<file path="config.mk">
export PLATFORM = sky130hd
export DESIGN_NAME = uart_core_param
export DESIGN_NICKNAME = d
export VERILOG_FILES = /design/src/rtl/uart_core_param.sv
export SDC_FILE = /design/constraint.sdc
export NUM_CORES = 1
export LEC_CHECK = 0
export CAP_MARGIN = 25
export CORE_UTILIZATION = 45
export CTS_BUF_LIST = sky130_fd_sc_hd__clkbuf_16
export DETAILED_ROUTE_END_ITERATION = 10
export GPL_ROUTABILITY_DRIVEN = 0
export GPL_TIMING_DRIVEN = 0
export PLACE_DENSITY = 0.67
export RECOVER_POWER = 50
export SYNTH_ARGS = -nofsm -noshare
export SYNTH_HDL_FRONTEND = slang
export SYNTH_SLANG_ARGS = --single-unit
</file>
<file path="constraint.sdc">
create_clock -name clk_50M -period 2.07 [get_ports clk_50M]
set_clock_uncertainty 0.05 [all_clocks]
set_input_delay 0.207 -clock clk_50M [delete_from_list [all_inputs] [get_ports clk_50M]]
set_output_delay 0.207 -clock clk_50M [all_outputs]
set_load 0.03 [all_outputs]
</file>
<file path="src/rtl/uart_core_param.sv">
`default_nettype none
// ============================================================================
// Module   : uart_core_param
// Brief    : Full-duplex UART; TX and RX share one oversampling tick.
//            Optional parity bit when UART_PARITY_EN is defined.
// Revision : 1.0 - initial release
// ============================================================================
module uart_core_param #(
    parameter int MAIN_CLK   = 50_000_000,
    parameter int BAUD       = 9600,
    parameter int OVERSAMPLE = 16,
    parameter int DATA_BITS  = 8,
    parameter int STOP_BITS  = 1,
    parameter int PARITY_ODD = 0
) (
    input  logic                 clk_50M,
    input  logic                 rst_n,
    input  logic [DATA_BITS-1:0] tx_data,
    input  logic                 tx_valid,
    output logic                 tx_ready,
    output logic                 uart_tx,
    input  logic                 uart_rx,
    output logic [DATA_BITS-1:0] rx_data,
    output logic                 rx_valid,
    output logic                 rx_frame_err,
    output logic                 rx_parity_err
);
    localparam int c_div   = MAIN_CLK / (BAUD * OVERSAMPLE);
    localparam int c_div_w = (c_div > 1) ? $clog2(c_div) : 1;
    localparam int c_os_w  = $clog2(OVERSAMPLE);
    localparam int c_bit_w = $clog2(DATA_BITS);

    localparam logic [c_div_w-1:0] c_div_last = c_div_w'(c_div - 1);
    localparam logic [c_os_w-1:0]  c_os_last  = c_os_w'(OVERSAMPLE - 1);
    localparam logic [c_os_w-1:0]  c_os_half  = c_os_w'(OVERSAMPLE / 2 - 1);
    localparam logic [c_bit_w-1:0] c_bit_last = c_bit_w'(DATA_BITS - 1);
    localparam logic               c_stop_last = 1'(STOP_BITS - 1);
    localparam logic               c_par_odd  = (PARITY_ODD != 0);

    localparam logic [2:0] c_tx_idle   = 3'd0;
    localparam logic [2:0] c_tx_wait   = 3'd1;
    localparam logic [2:0] c_tx_start  = 3'd2;
    localparam logic [2:0] c_tx_data   = 3'd3;
    localparam logic [2:0] c_tx_stop   = 3'd5;
    localparam logic [2:0] c_rx_idle   = 3'd0;
    localparam logic [2:0] c_rx_start  = 3'd1;
    localparam logic [2:0] c_rx_data   = 3'd2;
    localparam logic [2:0] c_rx_stop   = 3'd4;
    localparam logic [2:0] c_rx_hold   = 3'd5;
`ifdef UART_PARITY_EN
    localparam logic [2:0] c_tx_parity = 3'd4;
    localparam logic [2:0] c_rx_parity = 3'd3;
`endif

    if ((OVERSAMPLE % 2) != 0 || OVERSAMPLE < 8 || DATA_BITS < 5 || DATA_BITS > 9 ||
        STOP_BITS < 1 || STOP_BITS > 2 || PARITY_ODD < 0 || PARITY_ODD > 1 || c_div < 1)
    begin : g_bad_params
        $error("uart_core_param: illegal parameter set");
    end

    // Shared oversampling tick: one-cycle strobe every c_div clocks
    logic [c_div_w-1:0] r_div_cnt;
    logic               w_tick;
    assign w_tick = (r_div_cnt == c_div_last);

    always_ff @(posedge clk_50M or negedge rst_n) begin
        if (!rst_n)      r_div_cnt <= '0;
        else if (w_tick) r_div_cnt <= '0;
        else             r_div_cnt <= r_div_cnt + c_div_w'(1);
    end

    // ------------------------------------------------------------------ TX
    logic [2:0]           r_tx_state, w_tx_next;
    logic [c_os_w-1:0]    r_tx_tick_cnt;
    logic [c_bit_w-1:0]   r_tx_bit_idx;
    logic                 r_tx_stop_idx;
    logic [DATA_BITS-1:0] r_tx_data;
    logic                 w_tx_bit_end, w_tx_last_stop;

    assign w_tx_bit_end   = w_tick && (r_tx_tick_cnt == c_os_last);
    assign w_tx_last_stop = (r_tx_state == c_tx_stop) && w_tx_bit_end &&
                            (r_tx_stop_idx == c_stop_last);

    always_ff @(posedge clk_50M or negedge rst_n) begin
        if (!rst_n) r_tx_state <= c_tx_idle;
        else        r_tx_state <= w_tx_next;
    end

    always_comb begin
        w_tx_next = r_tx_state;
        case (r_tx_state)
            c_tx_idle:  if (tx_valid) w_tx_next = c_tx_wait;
            c_tx_wait:  if (w_tick) w_tx_next = c_tx_start;
            c_tx_start: if (w_tx_bit_end) w_tx_next = c_tx_data;
            c_tx_data: begin
                if (w_tx_bit_end && (r_tx_bit_idx == c_bit_last)) begin
`ifdef UART_PARITY_EN
                    w_tx_next = c_tx_parity;
`else
                    w_tx_next = c_tx_stop;
`endif
                end
            end
`ifdef UART_PARITY_EN
            c_tx_parity: if (w_tx_bit_end) w_tx_next = c_tx_stop;
`endif
            // A byte waiting at the end of the last stop bit starts with no gap
            c_tx_stop:  if (w_tx_last_stop) w_tx_next = tx_valid ? c_tx_start : c_tx_idle;
            default:    w_tx_next = c_tx_idle;
        endcase
    end

    always_comb begin
        tx_ready = (r_tx_state == c_tx_idle) || w_tx_last_stop;
        case (r_tx_state)
            c_tx_start:  uart_tx = 1'b0;
            c_tx_data:   uart_tx = r_tx_data[r_tx_bit_idx];
`ifdef UART_PARITY_EN
            c_tx_parity: uart_tx = (^r_tx_data) ^ c_par_odd;
`endif
            default:     uart_tx = 1'b1;
        endcase
    end

    always_ff @(posedge clk_50M or negedge rst_n) begin
        if (!rst_n) begin
            r_tx_data     <= '0;
            r_tx_tick_cnt <= '0;
            r_tx_bit_idx  <= '0;
            r_tx_stop_idx <= 1'b0;
        end else begin
            if (tx_valid && tx_ready) r_tx_data <= tx_data;

            if (r_tx_state == c_tx_idle || r_tx_state == c_tx_wait) r_tx_tick_cnt <= '0;
            else if (w_tick) r_tx_tick_cnt <= (r_tx_tick_cnt == c_os_last) ? '0
                                              : r_tx_tick_cnt + c_os_w'(1);

            if (r_tx_state != c_tx_data) r_tx_bit_idx <= '0;
            else if (w_tx_bit_end)       r_tx_bit_idx <= r_tx_bit_idx + c_bit_w'(1);

            if (r_tx_state != c_tx_stop) r_tx_stop_idx <= 1'b0;
            else if (w_tx_bit_end)       r_tx_stop_idx <= ~r_tx_stop_idx;
        end
    end

    // ------------------------------------------------------------------ RX
    logic                 r_rx_meta, r_rx_sync, r_rx_prev;
    logic [2:0]           r_rx_state, w_rx_next;
    logic [c_os_w-1:0]    r_rx_tick_cnt;
    logic [c_bit_w-1:0]   r_rx_bit_idx;
    logic [DATA_BITS-1:0] r_rx_shift;
    logic                 w_rx_half, w_rx_centre, w_rx_shift_en, w_rx_deliver;

    assign w_rx_half   = w_tick && (r_rx_tick_cnt == c_os_half);
    assign w_rx_centre = w_tick && (r_rx_tick_cnt == c_os_last);

    always_ff @(posedge clk_50M or negedge rst_n) begin
        if (!rst_n) r_rx_state <= c_rx_idle;
        else        r_rx_state <= w_rx_next;
    end

    always_comb begin
        w_rx_next = r_rx_state;
        case (r_rx_state)
            c_rx_idle:  if (r_rx_prev && !r_rx_sync) w_rx_next = c_rx_start;
            c_rx_start: if (w_rx_half) w_rx_next = r_rx_sync ? c_rx_idle : c_rx_data;
            c_rx_data: begin
                if (w_rx_centre && (r_rx_bit_idx == c_bit_last)) begin
`ifdef UART_PARITY_EN
                    w_rx_next = c_rx_parity;
`else
                    w_rx_next = c_rx_stop;
`endif
                end
            end
`ifdef UART_PARITY_EN
            c_rx_parity: if (w_rx_centre) w_rx_next = c_rx_stop;
`endif
            c_rx_stop:  if (w_rx_centre) w_rx_next = r_rx_sync ? c_rx_idle : c_rx_hold;
            c_rx_hold:  if (r_rx_sync) w_rx_next = c_rx_idle;
            default:    w_rx_next = c_rx_idle;
        endcase
    end

    always_comb begin
        w_rx_shift_en = (r_rx_state == c_rx_data) && w_rx_centre;
        w_rx_deliver  = (r_rx_state == c_rx_stop) && w_rx_centre;
    end

    always_ff @(posedge clk_50M or negedge rst_n) begin
        if (!rst_n) begin
            r_rx_meta     <= 1'b1;
            r_rx_sync     <= 1'b1;
            r_rx_prev     <= 1'b1;
            r_rx_tick_cnt <= '0;
            r_rx_bit_idx  <= '0;
            r_rx_shift    <= '0;
            rx_data       <= '0;
            rx_valid      <= 1'b0;
            rx_frame_err  <= 1'b0;
        end else begin
            r_rx_meta <= uart_rx;
            r_rx_sync <= r_rx_meta;
            r_rx_prev <= r_rx_sync;

            // Restart at the start-bit centre so later samples land on bit centres
            if (r_rx_state == c_rx_idle || r_rx_state == c_rx_hold) r_rx_tick_cnt <= '0;
            else if (w_tick) begin
                if ((r_rx_state == c_rx_start && r_rx_tick_cnt == c_os_half) ||
                    r_rx_tick_cnt == c_os_last)
                    r_rx_tick_cnt <= '0;
                else
                    r_rx_tick_cnt <= r_rx_tick_cnt + c_os_w'(1);
            end

            if (r_rx_state != c_rx_data) r_rx_bit_idx <= '0;
            else if (w_rx_centre)        r_rx_bit_idx <= r_rx_bit_idx + c_bit_w'(1);

            if (w_rx_shift_en) r_rx_shift <= {r_rx_sync, r_rx_shift[DATA_BITS-1:1]};

            rx_valid <= w_rx_deliver;
            if (w_rx_deliver) begin
                rx_data      <= r_rx_shift;
                rx_frame_err <= ~r_rx_sync;
            end
        end
    end

`ifdef UART_PARITY_EN
    logic r_rx_par_bit;

    always_ff @(posedge clk_50M or negedge rst_n) begin
        if (!rst_n) begin
            r_rx_par_bit  <= 1'b0;
            rx_parity_err <= 1'b0;
        end else begin
            if ((r_rx_state == c_rx_parity) && w_rx_centre) r_rx_par_bit <= r_rx_sync;
            if (w_rx_deliver) rx_parity_err <= ((^r_rx_shift) ^ c_par_odd) != r_rx_par_bit;
        end
    end
`else
    assign rx_parity_err = 1'b0;
`endif

endmodule
`default_nettype wire

</file>
Word-level counts from Yosys, hierarchy flattened. Index checks and enable logic that the tools add are counted.

Mux-type cells: 31. Equality and inequality tests: 27. Magnitude comparators: 1. Reduce and logical (&&, ||, !) cells: 26. Add/sub/neg operators: 5. Bitwise logic cells: 2.

Operators with widths (count): $mux 3 (15); $pmux 3 s5 (2); $mux 4 (6); $ne 2x2->1 const B (10); $eq 3x3->1 const B (5); $logic_and 1x1->1 (12); $reduce_and 5->1 (2); $reduce_bool 2->1 (5); $add 9x1->9 const B (1); $eq 3x2->1 const B (3); $eq 9x9->1 const B (1); $mux 9 (1); $add 4x1->4 const B (2); $eq 4x4->1 const B (2); $add 3x1->3 const B (2); $eq 3x1->1 const B (2); $logic_not 3->1 (2); $ne 3x2->1 const B (2); $eq 4x3->1 const B (1); $logic_or 1x1->1 (4); $lt 3x4->1 const B (1); $mux 2 (2); $bmux 1 s3 (1); $mux 1 (3); other kinds (4) (5).

Register bits: 59.

Logic depth before layout (Yosys ltp).
Depth in word-level cells: 6. Mapped depth: 7.

Worst setup path before layout. OpenSTA, ideal clock, no wires.

Path kind: reg2reg. Start: reg r_div_cnt[4]. End: reg r_tx_state[0]. Stages on the path, launching flop included: 6. Data arrival time: 2.116 ns. Setup slack: -0.223 ns. Buffers on the path: 1. Period minus slack after synthesis: 2.293 ns. Data required time: 1.892 ns. Cell sequence: dfrtp_1 > or4b_1 > buf_6 > or3_4 > a221oi_2 > mux2_1.

Longest elaborated chain between the ends: 6.

Ends and longest elaborated chain: start: declaration (line 62) `logic [c_div_w-1:0] r_div_cnt;`; start signal: assignment (line 69) `else r_div_cnt <= r_div_cnt + c_div_w'(1);`; $eq 9x9->1 * (line 64) `assign w_tick = (r_div_cnt == c_div_last);`; $logic_and 1x1->1 (line 80) `assign w_tx_bit_end = w_tick && (r_tx_tick_cnt == c_os_last);`; $logic_and 1x1->1 (2 in series) (line 81) `assign w_tx_last_stop = (r_tx_state == c_tx_stop) && w_tx_bit_end &&`; $ne 2x2->1 (no line); $reduce_and 5->1 (no line) *; end signal: assignment (line 85) `if (!rst_n) r_tx_state <= c_tx_idle;`; end signal: assignment (line 86) `else r_tx_state <= w_tx_next;`; end: declaration (line 73) `logic [2:0] r_tx_state, w_tx_next;`.

Mark *: on every way between the ends. The rest lies on a longest branch, timed or not. A chain may end at the register's enable or synchronous reset.

Final worst setup path.
Start: reg r_div_cnt[3]. End: reg r_rx_shift[4].

Longest elaborated chain between the ends: 3.

Ends and longest elaborated chain: $eq 9x9->1 (line 64); $logic_and 1x1->1 (line 155) `assign w_rx_centre = w_tick && (r_rx_tick_cnt == c_os_last);`; $logic_and 1x1->1 (line 186) `w_rx_shift_en = (r_rx_state == c_rx_data) && w_rx_centre;`; end signal: assignment (line 219) `if (w_rx_shift_en) r_rx_shift <= {r_rx_sync, r_rx_shift[DATA_BITS-1:1]};`; end: declaration (line 151) `logic [DATA_BITS-1:0] r_rx_shift;`.

No other way between the ends.

==> qor.yml <==
antenna_found_initial: 0
regArea_um2: 1490
synth_cell_types: 53
cts_made_buffers: 9
arrival_ns: 2.29
boundaryPins: 25
hold_violations: 0
synth_enable_flop_cells: 0
synth_top_area_share: 0.487
first_pass_iters: 4
drtIter0Drc: 121
max_cap_violations: 0
synth_flop_cell: "dfrtp_1"
netlist_area_um2: 2880
critPathLaunchType: "register"
cp_max_fo: 8
rsz0062_at_grt: "true"
antenna_left: 0
stdcell_count: 378
ys_ff_latch: 59
dp.cells: 345
worstPathCellList: "or4b_4 > buf_6 > nor4_4 > nand2_4 > mux2_4"
cts_sinks: 59
multi_input_area_um2: 1430
hold_class: "reg2reg"
synth_most_common_cell: "dfrtp_1"
peakVddDrop_v: 0.000550
fmax_mhz: 469
r2r-end: "r_rx_shift[4]$_DFFE_PN0P_"
core_area_um2: 6030
nets: 318
yosys.area.top_type: "dfrtp_1"
cp.required_ns: 2.23
synth_commonest_cells: "dfrtp_1, nor2_1, nand2_1"
slew_headroom: 0.0877
worstSetupPathType: "reg2reg"
route.detailed.wl_per_inst_um: 14.5
slowest_stage: "or4b_4"
syn_nets: 266
die-height_um: 82.0
violations: "setup timing"
worst-path-buf-inv: 1
clk_root_buffer_cell: "clkbuf_16"
cp_num_cells: 5
grt_use_total: 0.181
cp_top_family: "simple AND/OR/NAND/NOR gates"
yosys-top-cells-area: "dfrtp_1, mux2_2, mux2_4"
dieArea_um2: 6720
ys_warn_count: 0
clkTransAtPathRegs_ns: 0.05
drc: 0
num_vias: 2021
combPwrFrac: 0.033
grt_pass1_wl_mm: 8.99
status: "finished, violations left"
seq_power_share: 0.426
p_leak_nw: 1.76
cts_buffer_depth: 2
insertion_delay_ns: 0.32
r2r_slack_ns: -0.06
fin_hold_ws_ns: 0.310
io_buffers: 23
fillCellCount: 492
first_global_vias: 1967
vias_per_cell: 5.35
worst_pin_slew_ns: 1.37
fin_crit_sh: 1.03
final_max_slew_viol_count: 0
crit_start: "r_div_cnt[3]$_DFF_PN0_"
async_reset_ff_frac: 1.00
dp_slack_ns: -0.499
endpoint: "r_rx_shift[4]$_DFFE_PN0P_"
area_growth_pct: 31.6
cts_tree: "yes"
grt_max_degree: 37
period_minus_slack_ns: 2.13
fp-row-count: 28
die_w_um: 82.0
slowest_delay_ns: 0.58
yosysSeqAreaShare: 0.515
diodes: 0
fin_ws_ns: -0.0607
rr_startpoint: "r_div_cnt[3]$_DFF_PN0_"
initial_core_util: 0.477
dp_hpwl_mm: 3.45
p_clk_frac: 0.541
syn_inst: 246
gr-total-overflow: 0
netSwitchingFraction: 0.220
reg2reg_depth: 5
cellPowerDensity_nw_per_um2: 726
setup_viol: 11
internal_power_mw: 2.14
switchingPower_mw: 0.605
synth.avg_cell_area_um2: 11.7
endpoint_kind: "register"
routed_wl_mm: 5.50
drive_gt1_frac: 0.314
htreeDepth: 3
flip-flops by register name, summed over array words and instances (netlist names):
| signal | cells |
|---|---|
| r_div_cnt | 9 |
| r_rx_bit_idx | 3 |
| r_rx_meta | 1 |
| r_rx_prev | 1 |
| r_rx_shift | 8 |
| r_rx_state | 3 |
| r_rx_sync | 1 |
| r_rx_tick_cnt | 4 |
| r_tx_bit_idx | 3 |
| r_tx_data | 8 |
| r_tx_state | 3 |
| r_tx_stop_idx | 1 |
| r_tx_tick_cnt | 4 |
| rx_data | 8 |
| rx_frame_err | 1 |
| rx_valid | 1 |
cells in the final DEF (no fill, tap or decap), types with 3 or more instances in the layout:
master	Yosys	final
inv_1	9	9
buf_6	1	3
clkdlybuf4s50_1	0	19
mux2_2	15	15
xnor2_1	10	10
mux2i_1	4	4
clkbuf_1	5	4
nand2_1	19	18
nand4_1	3	3
mux2_4	8	11
o21ai_0	6	6
dfrtp_1	56	50
nor2b_1	3	3
nand2b_1	3	3
clkbuf_16	0	9
dfrtp_2	0	6
xor2_1	5	5
ha_1	8	7
nor3_1	6	6
nor2_1	20	20
a21oi_1	10	9
buf_4	1	17
nand3_1	12	12
how the worst min path moves through the flow:
stage	start	end	slack, ns	cells after the start
after floorplan	rst_n	r_div_cnt[0]$_DFF_PN0_	-0.14	0
after global placement	r_rx_meta$_DFF_PN1_	r_rx_sync$_DFF_PN1_	0.30	0
after detailed placement	rst_n	r_div_cnt[4]$_DFF_PN0_	0.19	1
after CTS	uart_rx	r_rx_meta$_DFF_PN1_	0.23	1
after global routing	r_rx_meta$_DFF_PN1_	r_rx_sync$_DFF_PN1_	0.32	0
final	r_rx_meta$_DFF_PN1_	r_rx_sync$_DFF_PN1_	0.31	0
cell type report:
class / instances / share of cell area
Multi-Input combinational cell: 170 / 0.378
Clock buffer: 9 / 0.0595
Clock inverter: 7 / 0.0202
Tap cell: 75 / 0.0248
Sequential cell: 59 / 0.393
Inverter: 9 / 0.00893
Timing Repair Buffer: 44 / 0.109
Buffer: 5 / 0.00694
kinds of logic after synthesis:
logic type                 Yosys count  share of synthesized area
AOI/OAI and AO/OA                   28                     0.0639
and+or+nand+nor                     86                      0.171
xor gates and xnor gates            15                     0.0457
other                                1                    0.00130
buffers and inverters               17                     0.0265
muxes                               32                      0.142
adders and majority gates            8                     0.0348
DFF                                 59                      0.515
through the flow:
step                utilization  power [mW]  cell area (µm²)  TNS, ns
floorplan                     -        1.22             2880   -0.661
finish                    0.628        2.75             3780   -0.619
CTS                       0.612        2.77             3690    -1.66
global route              0.628        2.85             3780    -1.16
detailed placement        0.534        1.27             3220    -6.89
global placement          0.532        1.27             3200   -74.42
metal layers:
metal / part of all wire / GRT usage
met5: 0 / 0
met4: 0.0027 / 0.0561
met3: 0.045 / 0.0633
met2: 0.48 / 0.283
met1: 0.47 / 0.234
power by group through the flow:
stage               Combinational [mW]  Sequential, mW  Clock, mW
floorplan                       0.0293            1.19          0
global placement                0.0787            1.19          0
detailed placement              0.0831            1.19          0
CTS                             0.0873            1.17       1.51
global route                     0.103            1.17       1.57
finish                          0.0918            1.17       1.48
what timing repair did:
item,4_1_cts,5_1_grt
endpoints found under the hold margin,20,0
pin swaps,7,9
hold buffers,1,0
gates resized for setup,27,14
setup buffers,13,6
endpoints found under the setup margin,33,31
No activity file was read; power rests on OpenSTA's default activity.
